==> src/rtl/uart_ctrl.sv <==
// uart_ctrl: TX/RX FIFOs, UartIf pull and receive-interrupt handshake, CPU interrupt
module uart_ctrl #(
    parameter int DW      = 8,
    parameter int TX_AW   = 2,
    parameter int RX_AW   = 2,
    parameter int CLR_CYC = 2
) (
    input  logic          clk_uart,
    input  logic          rst,
    input  logic          tx_wr,
    input  logic [DW-1:0] tx_wdata,
    output logic          tx_full,
    input  logic          rx_rd,
    output logic [DW-1:0] rx_rdata,
    output logic          rx_empty,
    output logic          rx_ovf,
    input  logic          ovf_clr,
    input  logic          irq_en,
    output logic          irq,
    input  logic          uif_r_en,
    output logic [DW-1:0] uif_txd,
    output logic          uif_empty,
    input  logic          uif_rxd_int,
    input  logic [DW-1:0] uif_rdata,
    output logic          rxd_int_fb
);
    typedef enum logic [1:0] {IDLE, PUSH, CLR, WAIT} state_t;
    state_t        state;
    logic [DW-1:0] tx_mem [2**TX_AW];
    logic [DW-1:0] rx_mem [2**RX_AW];
    logic [TX_AW-1:0] tx_wp, tx_rp;
    logic [RX_AW-1:0] rx_wp, rx_rp;
    logic [TX_AW:0] tx_cnt;
    logic [RX_AW:0] rx_cnt;
    logic [DW-1:0] cap;
    logic [3:0]    cyc;
    logic          r_en_q, rxi_q, tx_push, tx_pop, rx_push, rx_full, rx_pop, rx_wr;
    assign tx_full   = tx_cnt[TX_AW];
    assign uif_empty = tx_cnt == '0;
    assign uif_txd   = tx_mem[tx_rp];
    assign tx_push   = tx_wr & ~tx_full;
    assign tx_pop    = uif_r_en & ~r_en_q & ~uif_empty;
    assign rx_full   = rx_cnt[RX_AW];
    assign rx_empty  = rx_cnt == '0;
    assign rx_rdata  = rx_mem[rx_rp];
    assign rx_push   = state == PUSH;
    assign rx_pop    = rx_rd & ~rx_empty;
    // a push into a full FIFO still lands when the head is popped the same cycle
    assign rx_wr     = rx_push & (~rx_full | rx_pop);
    always_ff @(posedge clk_uart or posedge rst) begin
        if (rst) begin
            for (int i = 0; i < 2**TX_AW; i++) tx_mem[i] <= '0;
            tx_wp  <= '0;
            tx_rp  <= '0;
            tx_cnt <= '0;
            r_en_q <= 1'b0;
        end else begin
            r_en_q <= uif_r_en;
            if (tx_push) tx_mem[tx_wp] <= tx_wdata;
            tx_wp  <= tx_wp + TX_AW'(tx_push);
            tx_rp  <= tx_rp + TX_AW'(tx_pop);
            tx_cnt <= tx_cnt + (TX_AW+1)'(tx_push) - (TX_AW+1)'(tx_pop);
        end
    end
    always_ff @(posedge clk_uart or posedge rst) begin
        if (rst) begin
            for (int i = 0; i < 2**RX_AW; i++) rx_mem[i] <= '0;
            rx_wp  <= '0;
            rx_rp  <= '0;
            rx_cnt <= '0;
            rx_ovf <= 1'b0;
            irq    <= 1'b0;
        end else begin
            if (rx_wr) rx_mem[rx_wp] <= cap;
            rx_wp  <= rx_wp + RX_AW'(rx_wr);
            rx_rp  <= rx_rp + RX_AW'(rx_pop);
            rx_cnt <= rx_cnt + (RX_AW+1)'(rx_wr) - (RX_AW+1)'(rx_pop);
            rx_ovf <= (rx_push & rx_full & ~rx_pop) | (rx_ovf & ~ovf_clr);
            irq    <= irq_en & (~rx_empty | rx_ovf);
        end
    end
    always_ff @(posedge clk_uart or posedge rst) begin
        if (rst) begin
            state      <= IDLE;
            cap        <= '0;
            cyc        <= '0;
            rxi_q      <= 1'b0;
            rxd_int_fb <= 1'b0;
        end else begin
            rxi_q <= uif_rxd_int;
            case (state)
                IDLE: if (uif_rxd_int & ~rxi_q) begin
                    cap        <= uif_rdata;
                    rxd_int_fb <= 1'b1;
                    state      <= PUSH;
                end
                PUSH: begin
                    rxd_int_fb <= 1'b0;
                    cyc        <= '0;
                    state      <= CLR;
                end
                CLR: begin
                    cyc   <= cyc == 4'(CLR_CYC-1) ? '0 : cyc + 4'd1;
                    state <= cyc == 4'(CLR_CYC-1) ? WAIT : CLR;
                end
                WAIT: begin
                    cyc   <= (!uif_rxd_int || cyc == 4'd15) ? '0 : cyc + 4'd1;
                    state <= !uif_rxd_int ? IDLE : cyc == 4'd15 ? CLR : WAIT;
                end
                default: state <= IDLE;
            endcase
        end
    end
endmodule

==> config.mk <==
export PLATFORM = sky130hd
export DESIGN_NAME = uart_ctrl
export DESIGN_NICKNAME = d
export VERILOG_FILES = /design/src/rtl/uart_ctrl.sv
export SDC_FILE = /design/constraint.sdc
export NUM_CORES = 1
export LEC_CHECK = 0
export ABC_AREA = 1
export CORE_MARGIN = 10
export CORE_UTILIZATION = 61
export CTS_BUF_LIST = sky130_fd_sc_hd__clkbuf_16
export CTS_CLUSTER_DIAMETER = 30
export DETAILED_ROUTE_END_ITERATION = 12
export GPL_ROUTABILITY_DRIVEN = 0
export PLACE_DENSITY_LB_ADDON = 0.3
export SYNTH_ARGS = -nofsm -noshare
export SYNTH_HDL_FRONTEND = slang
export SYNTH_SLANG_ARGS = --single-unit
export TNS_END_PERCENT = 100
==> constraint.sdc <==
create_clock -name clk_uart -period 7.5 [get_ports clk_uart]
set_input_delay 1.875 -clock clk_uart [delete_from_list [all_inputs] [get_ports clk_uart]]
set_output_delay 1.875 -clock clk_uart [all_outputs]
set_load 0.005 [all_outputs]
# After elaboration in Yosys (flattened, before gate mapping)
# Cells that the tools add are included.
[op_classes]
add_sub_neg = 9
n_div = 0
n_lt_le_gt_ge = 6
eq_ne = 6
mul = 0
bitwise_logic = 25
shifts = 0
n_reduce_logical = 11
mux = 22
[op_table]
columns = ["operator", "count"]
rows = [
  ["$bwmux W32", 2],
  ["$mux W8", 6],
  ["$bmux W8 S2", 2],
  ["$demux W8 S2", 2],
  ["$ge A3 B3 Y1 const B", 4],
  ["$not A2 Y3", 4],
  ["$pmux W4 S3", 1],
  ["$and A1 B1 Y1", 10],
  ["$add A2 B1 Y2", 4],
  ["$mux W4", 2],
  ["$not A1 Y1", 8],
  ["$pmux W2 S4", 1],
  ["$add A3 B1 Y3", 2],
  ["$logic_not A3 Y1", 2],
  ["$lt A3 B1 Y1 const B", 2],
  ["$sub A3 B1 Y3", 2],
  ["$add A4 B1 Y4 const B", 1],
  ["$eq A2 B2 Y1 const B", 2],
  ["$eq A4 B1 Y1 const B", 1],
  ["$eq A4 B4 Y1 const B", 1],
  ["$mux W2", 2],
  ["$reduce_and A2 Y1", 2],
  ["$mux W1", 3],
  ["$or A1 B1 Y1", 3],
  ["9 further kinds", 10],
]
[totals]
output_inout_bits = 22
n_memories = 0
regBits = 97
ram_bits = 0
latchBits = 0
mem_bits_ro = 0
inputBits = 24
wordCells = 101

# Depth between registers and ports, before layout
[logic_depth]
ltp_word = 7
mapped_depth = 9
mapped_depth_nobuf = 9

# Worst setup path before layout
# OpenSTA, ideal clock, no wires.
[synth_timing]
path_type = "input to register"
startpoint = "input uif_r_en"
endpoint = "register tx_cnt[2]"
required_ns = 7.371
path_stages = 9
path_slack_ns = 4.295
path_buffers = 0
t_arrival_ns = 3.076
setup_time_ns = 0.129
cell_sequence = "inv_1 -> nor2_1 -> nand2_1 -> xnor2_1 -> ha_1 -> inv_1 -> fa_1 -> xnor2_1 -> xor2_1"
[synth_between]
elab_chain_len = 3
[synth_lines]
columns = ["element", "line", "rtl"]
rows = [
  ["start, declared", "20", "input logic uif_r_en,"],
  ["$and A1 B1 Y1 (2 in series)", "42", "assign tx_pop = uif_r_en & ~r_en_q & ~uif_empty;"],
  ["$sub A3 B1 Y3", "62", "tx_cnt <= tx_cnt + (TX_AW+1)'(tx_push) - (TX_AW+1)'(tx_pop);"],
  ["end signal, assigned", "62", ""],
  ["end, declared", "33", "logic [TX_AW:0] tx_cnt;"],
]
# No other way between the ends.
# A chain may end at the register's enable or synchronous reset.

# Final worst setup path
[layout_timing]
startpoint = "register tx_rp[0]"
endpoint = "output uif_txd[0]"
[layout_between]
elab_chain_len = 4
[layout_lines]
columns = ["element", "line", "rtl"]
rows = [
  ["start, declared", "31", "logic [TX_AW-1:0] tx_wp, tx_rp;"],
  ["start signal, assigned", "61", "tx_rp <= tx_rp + TX_AW'(tx_pop);"],
  ["$not A2 Y3 (not written as such)", "40", "assign uif_txd = tx_mem[tx_rp];"],
  ["$bmux W8 S2", "40", ""],
  ["$mux W8 (not written as such) (2 in series)", "40", ""],
  ["end, declared", "21", "output logic [DW-1:0] uif_txd,"],
]
# No other way between the ends. The select of a mux whose other input is x is not followed.

==> run metrics <==
status finished, final reports clean; Setup crit end kind primary output; antenna violations before repair 0; Post-CTS Resized 0; max_cap viols 0; nets 537; # diodes 0; grt ovf 0; Layout area overhead 17.8%; fin util 0.746; number of I/O port buffers 45; slowest stage delay, CP 0.67 ns; worst path arrival time between 2 and 2.5 ns; post-synthesis sequential area ratio 0.558; fin. max-slew vios 0; relative max-transition margin 0.540; Leak Pwr 2.46 nW; RSZ-0062 raised after global routing false; Horiz. Die Dim 104 microns; Synth async-reset ratio 1.00; Synth top area share 0.558; first-pass GRT wire length 16100 microns; most instantiated cells after synthesis 97 x dfrtp_1, 90 x nand2_1, 65 x o21ai_0, 55 x nor2_1, 40 x inv_1; # placed instances 590; vias per cell 5.50; top cells by area, synth dfrtp_1 56%, nand2_1 7.8%, o21ai_0 7.5%, o21ai_2 4.8%, nor2_1 4.7%; Req. time, crit path 5.62 ns; DP HPWL around 6000 microns; Critical Path Slowest Stage Cell dfrtp_1; #FFs+latches synth 97; Inserted Clock Buffers 9; PD cells ~450 mW/mm^2; Final Instance Area around 0.005 sq mm; insertion delay to the later sink of the worst-skew pair between 0.3 and 0.4 ns; most frequent cell after synthesis dfrtp_1; CTS max path bufs 2; Critical Path Start Type flop; synthesized cell area between 0.004 and 0.005 sq mm; clock skew 0.00541 ns; number of global-route vias before repair approximately 3400; Antenna Violating Nets Remaining 0; setup TNS 0 ns; post-route DRC violation count 0; worst hold slack roughly 0.48 ns; setup violators final 0; Slew @ Worst Pin 0.690 ns; chip height 104 microns; WL/cell about 16 microns; final period utilization 0.557; Sink Count 97; Post CTS Setup Buffer Count 0; total global-route track usage 0.177; DP Worst Slack 3.67 ns; post-synth top area cell dfrtp_1; PnR worst setup slack 3.32 ns; Peak supply drop 0.227 mV; Post-Route WL 9410 microns; Starting DRT DRC Count 151; Top-Level Pins 46; Initial Util 0.634; Power, Total 2.30 mW; H-tree Lvls 3; critical path class flop to primary output; layout cells sized above 1 0.0980; Hold Crit Class flop to flop; Post-synth EDFFs 0; Core Rows 30; CTS Hold Buffers Added 0; Reg clk slew, reported paths 0.07 ns; critical path cell sequence inv_1, o21ai_0, o22ai_1, clkdlybuf4s50_1; Avg Inst Size Synth 9.40 sq um; via count 3331; distinct cell type count after synthesis 25; Synth warnings 0; Clock Tree Root clkbuf_16; crit-path max FO 18; fin crit period 4.18 ns; Die ar. 0.0109 sq mm; Syn Nets 495; first-pass iteration count of the detailed router 4; final non-filler cell total ~600; CTS tree built; maximum clock rate 239 MHz; Final Hold Viols 0; Cell Area, Placed just under 0.005 sq mm; Gate Count Post-Synth around 460; pin count of the biggest net entering global routing 58; core outline area between 0.006 and 0.007 sq mm; top_reg_cell synth dfrtp_1
-- layer usage --
metal  part of all wire  up-vias  GRT usage
met5                  0        -          0
met4              0.019        0     0.0795
met2               0.51       96      0.304
met1               0.41     1612      0.209
li1                   -     1611          -
met3              0.053       12     0.0347
-- logic make-up after synthesis --
| logic type | after synthesis | synth area share |
|---|---|---|
| AOI/OAI and AO/OA | 125 | 0.172 |
| xor gates and xnor gates | 11 | 0.0221 |
| adders and majority gates | 8 | 0.0264 |
| buffers and inverters | 56 | 0.0586 |
| DFF | 97 | 0.558 |
| and+or+nand+nor | 166 | 0.163 |
-- final timing paths --
kind	startpoint	end	slack (ns)	depth (start not counted)
min	rx_mem[15]	rx_mem[15]	0.48	2
min reg2reg	rx_mem[15]	rx_mem[15]	0.48	2
min in group asynchronous	rst	r_en_q	1.93	2
max reg2reg	rx_cnt[1]	rx_cnt[2]	5.55	8
max	tx_rp[0]	uif_txd[0]	3.32	4
max in group asynchronous	rst	rx_mem[10]	4.44	3
-- cells in the final DEF (no fill, tap or decap), types with 2 or more instances in the layout --
master,n
o21ai_2,24
clkbuf_16,9
dfrtp_1,97
nand3_1,12
o22ai_1,17
a21oi_1,10
xor2_1,8
ha_1,6
nand4_4,2
nand2_1,90
o21ai_1,8
xnor2_1,3
nor2_1,55
inv_1,40
o21ai_0,65
nand2_4,3
fa_1,2
clkdlybuf4s50_1,45
clkinv_4,2
-- area by class of cell --
| cell class | count | area (sq um) |
|---|---|---|
| clock buffers | 9 | 225 |
| clock inverters | 7 | 71.3 |
| fillers | 488 | 1740 |
| inverters | 41 | 155 |
| multi-input cells | 310 | 1670 |
| flip-flops and latches | 97 | 2430 |
| well taps | 96 | 120 |
| repair buffers | 46 | 458 |
-- sequential cells by signal, indices dropped and copies added, names as in the netlist --
signal,count
tx_wp,2
rx_wp,2
state,2
cap,8
rx_rp,2
tx_rp,2
cyc,4
tx_mem,32
rx_cnt,3
rx_ovf,1
r_en_q,1
tx_cnt,3
rxi_q,1
rx_mem,32
rxd_int_fb,1
irq,1
-- critical path, delay by kind of cell (launching register included) --
kind                   cells  cell delay (ns)
DFF                        1             0.67
AOI/OAI and AO/OA          2             0.42
buffers and inverters      2             0.86
-- where the power goes --
part	switching, mW	total, mW	internal (mW)
combinational	0.477	0.892	0.415
sequential	0.189	0.948	0.759
clock	0.202	0.460	0.258
total	0.867	2.30	1.43
No activity file was read; power rests on OpenSTA's default activity.
